$ cat config.mk
export PLATFORM = sky130hd
export DESIGN_NAME = seq4_ctrl
export DESIGN_NICKNAME = d
export VERILOG_FILES = /design/src/rtl/seq4_pkg.sv /design/src/rtl/seq4_edge_det.sv /design/src/rtl/seq4_ctrl.sv
export SDC_FILE = /design/constraint.sdc
export NUM_CORES = 1
export LEC_CHECK = 0
export ABC_AREA = 1
export CAP_MARGIN = 0
export CELL_PAD_IN_SITES_DETAIL_PLACEMENT = 0
export CELL_PAD_IN_SITES_GLOBAL_PLACEMENT = 1
export CORE_ASPECT_RATIO = 2
export CORE_UTILIZATION = 45
export DETAILED_ROUTE_END_ITERATION = 8
export HOLD_SLACK_MARGIN = 0.06
export PLACE_DENSITY_LB_ADDON = 0.1
export SLEW_MARGIN = 20
export SYNTH_ARGS = -nofsm -noshare
export SYNTH_HDL_FRONTEND = slang
export SYNTH_SLANG_ARGS = --single-unit
$ cat constraint.sdc
create_clock -name CLOCK_50 -period 4.6 [get_ports CLOCK_50]
set_clock_uncertainty 0.1 [all_clocks]
set_input_delay 0.92 -clock CLOCK_50 [delete_from_list [all_inputs] [get_ports CLOCK_50]]
set_output_delay 0.92 -clock CLOCK_50 [all_outputs]
set_load 0.03 [all_outputs]
$ cat src/rtl/seq4_pkg.sv
// Shared definitions for the seq4 digit sequencer: FSM state encodings,
// digit width and default sizing parameters.
package seq4_pkg;

  typedef enum logic [1:0] {
    ENTRY = 2'd0,
    PLAY  = 2'd1,
    DONE  = 2'd2
  } state_t;

  localparam int unsigned DIGIT_W      = 4;
  localparam int unsigned DEPTH_DEF    = 6;
  localparam int unsigned TICK_DIV_DEF = 50000000;

endpackage

$ cat src/rtl/seq4_edge_det.sv
// 1-bit rising-edge detector. The previous input value is registered and
// cleared by the synchronous reset, so an input held high through reset
// produces an event on the first cycle after reset.
module seq4_edge_det (
  input  logic clk,
  input  logic rst,
  input  logic din,
  output logic rise
);

  logic prev;

  // History register holding the input value from the previous cycle
  always_ff @(posedge clk) begin
    if (rst) prev <= 1'b0;
    else     prev <= din;
  end

  assign rise = din & ~prev;

endmodule

$ cat src/rtl/seq4_ctrl.sv
// Digit sequence controller: stores up to DEPTH 4-bit digits and plays them
// back one per TICK_DIV clock cycles. HEX decoding lives outside this block.
// Build option: define SEQ4_LOOP_EN to make playback repeat indefinitely
// instead of ending in DONE.
module seq4_ctrl
  import seq4_pkg::*;
#(
  parameter int unsigned DEPTH    = DEPTH_DEF,
  parameter int unsigned TICK_DIV = TICK_DIV_DEF
) (
  input  logic                       CLOCK_50,
  input  logic                       RESET,
  input  logic                       load_req,
  input  logic                       play_req,
  input  logic                       clear_req,
  input  logic [DIGIT_W-1:0]         sw_data,
  output logic [DIGIT_W*DEPTH-1:0]   seq_digits,
  output logic [2:0]                 count,
  output logic [DIGIT_W-1:0]         play_digit,
  output logic                       play_valid,
  output logic                       full,
  output logic                       empty,
  output logic [1:0]                 state
);

  localparam int unsigned TW = (TICK_DIV > 1) ? $clog2(TICK_DIV) : 1;
  localparam logic [TW-1:0] TICK_MAX = TW'(TICK_DIV - 1);

  state_t               cur_state, nxt_state;
  logic [DIGIT_W-1:0]   slots [DEPTH];
  logic [2:0]           idx;
  logic [TW-1:0]        tick;
  logic [DIGIT_W-1:0]   last_digit;

  logic load_ev, play_ev, clear_ev;
  logic do_load, do_start, wrap, last_step;

  seq4_edge_det u_load_edge  (.clk(CLOCK_50), .rst(RESET), .din(load_req),  .rise(load_ev));
  seq4_edge_det u_play_edge  (.clk(CLOCK_50), .rst(RESET), .din(play_req),  .rise(play_ev));
  seq4_edge_det u_clear_edge (.clk(CLOCK_50), .rst(RESET), .din(clear_req), .rise(clear_ev));

  assign full       = (count == 3'(DEPTH));
  assign empty      = (count == 3'd0);
  assign wrap       = (tick == TICK_MAX);
  assign last_step  = (idx == count - 3'd1);
  assign play_valid = (cur_state == PLAY);
  assign state      = cur_state;

  // While playing the current slot is shown directly; otherwise the last
  // played digit is held (zero after reset or clear).
  assign play_digit = (cur_state == PLAY) ? slots[idx] : last_digit;

  // Flatten the slot array onto the output bus, slot k at bits [4k+3:4k]
  always_comb begin
    seq_digits = '0;
    for (int unsigned k = 0; k < DEPTH; k++) begin
      seq_digits[k*DIGIT_W +: DIGIT_W] = slots[k];
    end
  end

  // FSM state register
  always_ff @(posedge CLOCK_50) begin
    if (RESET) cur_state <= ENTRY;
    else       cur_state <= nxt_state;
  end

  // Next-state logic and datapath strobes; clear outranks load and play,
  // and in ENTRY a performed load outranks play
  always_comb begin
    nxt_state = cur_state;
    do_load   = 1'b0;
    do_start  = 1'b0;
    if (clear_ev) begin
      nxt_state = ENTRY;
    end else begin
      case (cur_state)
        ENTRY: begin
          if (load_ev && !full) begin
            do_load = 1'b1;
          end else if (play_ev && !empty) begin
            do_start  = 1'b1;
            nxt_state = PLAY;
          end
        end
        PLAY: begin
          if (play_ev) begin
            do_start = 1'b1;
          end else if (wrap && last_step) begin
`ifdef SEQ4_LOOP_EN
            nxt_state = PLAY;
`else
            nxt_state = DONE;
`endif
          end
        end
        DONE: begin
          if (play_ev) begin
            do_start  = 1'b1;
            nxt_state = PLAY;
          end
        end
        default: nxt_state = ENTRY;
      endcase
    end
  end

  // Slot storage, digit count, playback index and step timer
  always_ff @(posedge CLOCK_50) begin
    if (RESET || clear_ev) begin
      for (int unsigned k = 0; k < DEPTH; k++) slots[k] <= '0;
      count      <= '0;
      idx        <= '0;
      tick       <= '0;
      last_digit <= '0;
    end else begin
      if (cur_state == PLAY) last_digit <= slots[idx];
      if (do_load) begin
        slots[count] <= sw_data;
        count        <= count + 3'd1;
      end
      if (do_start) begin
        idx  <= '0;
        tick <= '0;
      end else if (cur_state == PLAY) begin
        if (wrap) begin
          tick <= '0;
          // final step returns idx to 0 whether leaving for DONE or looping
          idx  <= last_step ? 3'd0 : idx + 3'd1;
        end else begin
          tick <= tick + 1'b1;
        end
      end
    end
  end

endmodule

==> summary.md <==
| Metric | Value |
|---|---|
| Status | `completed` |
| Worst path required time | `3580 ps` |
| WL final | `10280 um` |
| Clk buf depth | `2` |
| Final setup viols | `0` |
| Setup crit end kind | `primary output` |
| Mapped cell area | `0.003933 mm^2` |
| Share of cells above drive strength 1 | `approximately 11%` |
| Final hold violations | `0` |
| Reg clk slew, reported paths | `60 ps` |
| Antenna viol nets, final | `0` |
| CP Cell Sequence | `inv_1 > nor2_1 > nor2_1 > o21ai_0 > o211ai_1 > nand3_1 > nand2_1 > clkdlybuf4s50_1` |
| DIE WIDTH | `68.10 um` |
| Die Footprint | `a little over 0.009 mm^2` |
| Hold_buf cts | `0` |
| Syn Area/Cell | `around 8.3 um^2` |
| Final Power | `0.001678 W` |
| Post-synthesis sequential area ratio | `46.83%` |
| Synth top area share | `24.44%` |
| Clock sinks | `76` |
| Initial Util | `a little under half` |
| Max-cap violations | `0` |
| Area growth syn-to-layout | `21.22%` |
| CP Launch Type | `flop` |
| Max rail drop VDD | `roughly 0.00024 V` |
| H-tree depth | `3` |
| Setup TNS | `0 ps` |
| Row count | `47` |
| Warnings, synthesis | `0` |
| EDFF count, synth | `32` |
| Die H | `around 130 um` |
| DPL Wire Length | `8146 um` |
| Largest net degree at the start of global routing | `18` |
| Cts repair resizes | `0` |
| Tmin final | `3544 ps` |
| CP max-delay cell | `dfxtp_1` |
| RSZ-0062 raised after global routing | `no` |
| Setup Buffers After CTS | `0` |
| Critical Path AT | `2520 ps` |
| Routability congestion estimate | `0.8373` |
| Global Route Usage Sum | `25.06%` |
| Least-Margin Pin Slew | `~540 ps` |
| Synthesized flop and latch total | `76` |
| Worst hold-check path type | `flop to flop` |
| Grt ovf | `0` |
| Vias in the first global route | `about 3300` |
| Core ar. | `~0.0084 mm^2` |
| Layout Nets | `539` |
| Cells after Synth | `about 470` |
| Commonest register cell after synthesis | `dfxtp_1` |
| Fin. max-slew vios | `0` |
| Final period util | `77.05%` |
| Slew HR | `64.19%` |
| Root cell of the clock tree | `clkbuf_16` |
| Top cell family by delay on the critical path | `buffers and inverters` |
| Boundary Pins | `45` |
| Synth area leader | `edfxtp_1` |
| Ant. Diodes | `0` |
| Critical path class | `flop to primary output` |
| Vias per cell | `~5.2` |
| Port bufs | `44` |
| Maximum achievable frequency | `282.1 MHz` |
| Synthesized Nets | `491` |
| Most used cell, CP | `nor2_1` |
| CTS buffer count | `9` |
| CTS tree | `done` |
| Async set or reset register ratio after synthesis | `0%` |
| Area contributors post-synth | `edfxtp_1 24%, dfxtp_1 22%, nor2_1 9.1%` |
| Post-route DRC | `0` |
| Initial antenna violation count | `0` |
| Buf/Inv on CP | `2` |
| Initial DRC Count | `150` |
| Clk_lat worst skew | `340 ps` |
| DR pass1 iterations | `4` |
| Critical path peak fanout | `17` |
| Average routed wire per standard cell | `around 17 um` |
| Leak | `1.810 nW` |
| First-pass GRT wire length | `between 15000 and 20000 um` |
| CP max stage delay | `600 ps` |
| Cell variety after synth | `38` |
| Power Dens Cells | `352.0 mW/mm^2` |
| Via count | `3226` |
-- routing by layer --
metal | global-route usage (%) | vias up | routed length (um)
met4 | 9.722 | 0 | 224
met5 | 0 | - | 0
met2 | 50.27 | 53 | 6270
met3 | 4.932 | 13 | 233
li1 | - | 1631 | -
met1 | 22.13 | 1529 | 3555
-- synthesized netlist by cell type, types with 2 or more instances --
| library cell | count |
|---|---|
| xnor2_1 | 5 |
| xor2_1 | 10 |
| inv_1 | 51 |
| nor2_2 | 15 |
| o21bai_1 | 2 |
| edfxtp_1 | 32 |
| nand4_1 | 10 |
| dfxtp_1 | 44 |
| nor3_2 | 2 |
| a21oi_4 | 2 |
| inv_2 | 3 |
| nand3_1 | 23 |
| nand3_2 | 2 |
| nand2_1 | 77 |
| buf_2 | 3 |
| nand2_2 | 7 |
| a21oi_1 | 14 |
| o21ai_0 | 21 |
| nor2_4 | 3 |
| nor3_1 | 9 |
| ha_1 | 10 |
| o22ai_1 | 4 |
| buf_6 | 3 |
| nor2_1 | 95 |
| nor3_4 | 3 |
| o211ai_1 | 9 |
| nand2_4 | 2 |
-- layout make-up --
cell class,instances,area (um^2)
clock buffer,9,225.2
clock inverter,7,115.1
fill,809,3583
inverter,56,217.7
multi-input combinational,332,1797
sequential,76,1842
tap,98,122.6
timing repair buffer,45,447.9
-- tightest hold or removal path: stages (launching register included) --
cell and delay (ps):
dfxtp_1 300, nand2_1 70, a21oi_1 70
-- power by group --
part / internal [W] / switching [W]
sequential: 0.000720 / 0.0000137
clock: 0.000528 / 0.000277
combinational: 0.0000479 / 0.0000910
total: 0.00130 / 0.000382
-- registers in the layout (all words and copies together) (netlist names), named ones only --
name / flops
u_play_edge.prev: 1
last_digit: 4
slots: 32
state: 2
idx: 3
count: 3
u_load_edge.prev: 1
u_clear_edge.prev: 1
tick: 26
-- worst paths after layout --
check | startpoint | endpoint | slack [ps] | depth (start not counted)
hold / removal | last_digit[0] | last_digit[0] | 390 | 2
setup / recovery | flop | play_digit[1] | 1060 | 8
hold reg to reg | last_digit[0] | last_digit[0] | 390 | 2
setup reg to reg | count[0] | slots[6][2] | 2120 | 7
-- metrics by stage --
stage | setup WS (ps) | area, um^2 | hold slack [ps] | utilization (%) | cells
2_1_floorplan | 1920 | 3933 | 349.9 | - | 472
3_3_place_gp | 1449 | 4427 | 368.6 | 53.01 | 607
3_5_place_dp | 1413 | 4427 | 376.6 | 53.01 | 607
4_1_cts | 1050 | 4767 | 387.6 | 57.09 | 623
5_1_grt | 855.5 | 4767 | 411.2 | 57.09 | 623
6_report | 1056 | 4767 | 387.3 | 57.09 | 623
-- cell usage in the layout (no fill, tap or decap), drive strengths merged --
cell type,netlist,final
o211ai,9,9
o21a,1,1
or2,1,1
ha,10,10
buf,8,1
nand3,25,25
clkbuf,0,9
o21ai,22,22
nand4,11,11
clkinv,0,3
dfxtp,44,44
nor2,114,114
and2,1,1
xor2,10,10
clkdlybuf4s50,0,44
o21bai,2,2
nand2,86,86
a21oi,16,16
inv,56,56
edfxtp,32,32
xnor2,5,5
clkinvlp,0,1
nor3b,1,1
nor3,14,14
o22ai,4,4
bufinv,0,3
-- kinds of logic after synthesis --
family                     share of synthesized area [%]
xor gates and xnor gates                           3.341
adders and majority gates                          3.182
DFF                                                46.83
AOI/OAI and AO/OA                                  8.336
buffers and inverters                              7.477
and+or+nand+nor                                    30.83
Power figures use the tool's default switching activity.
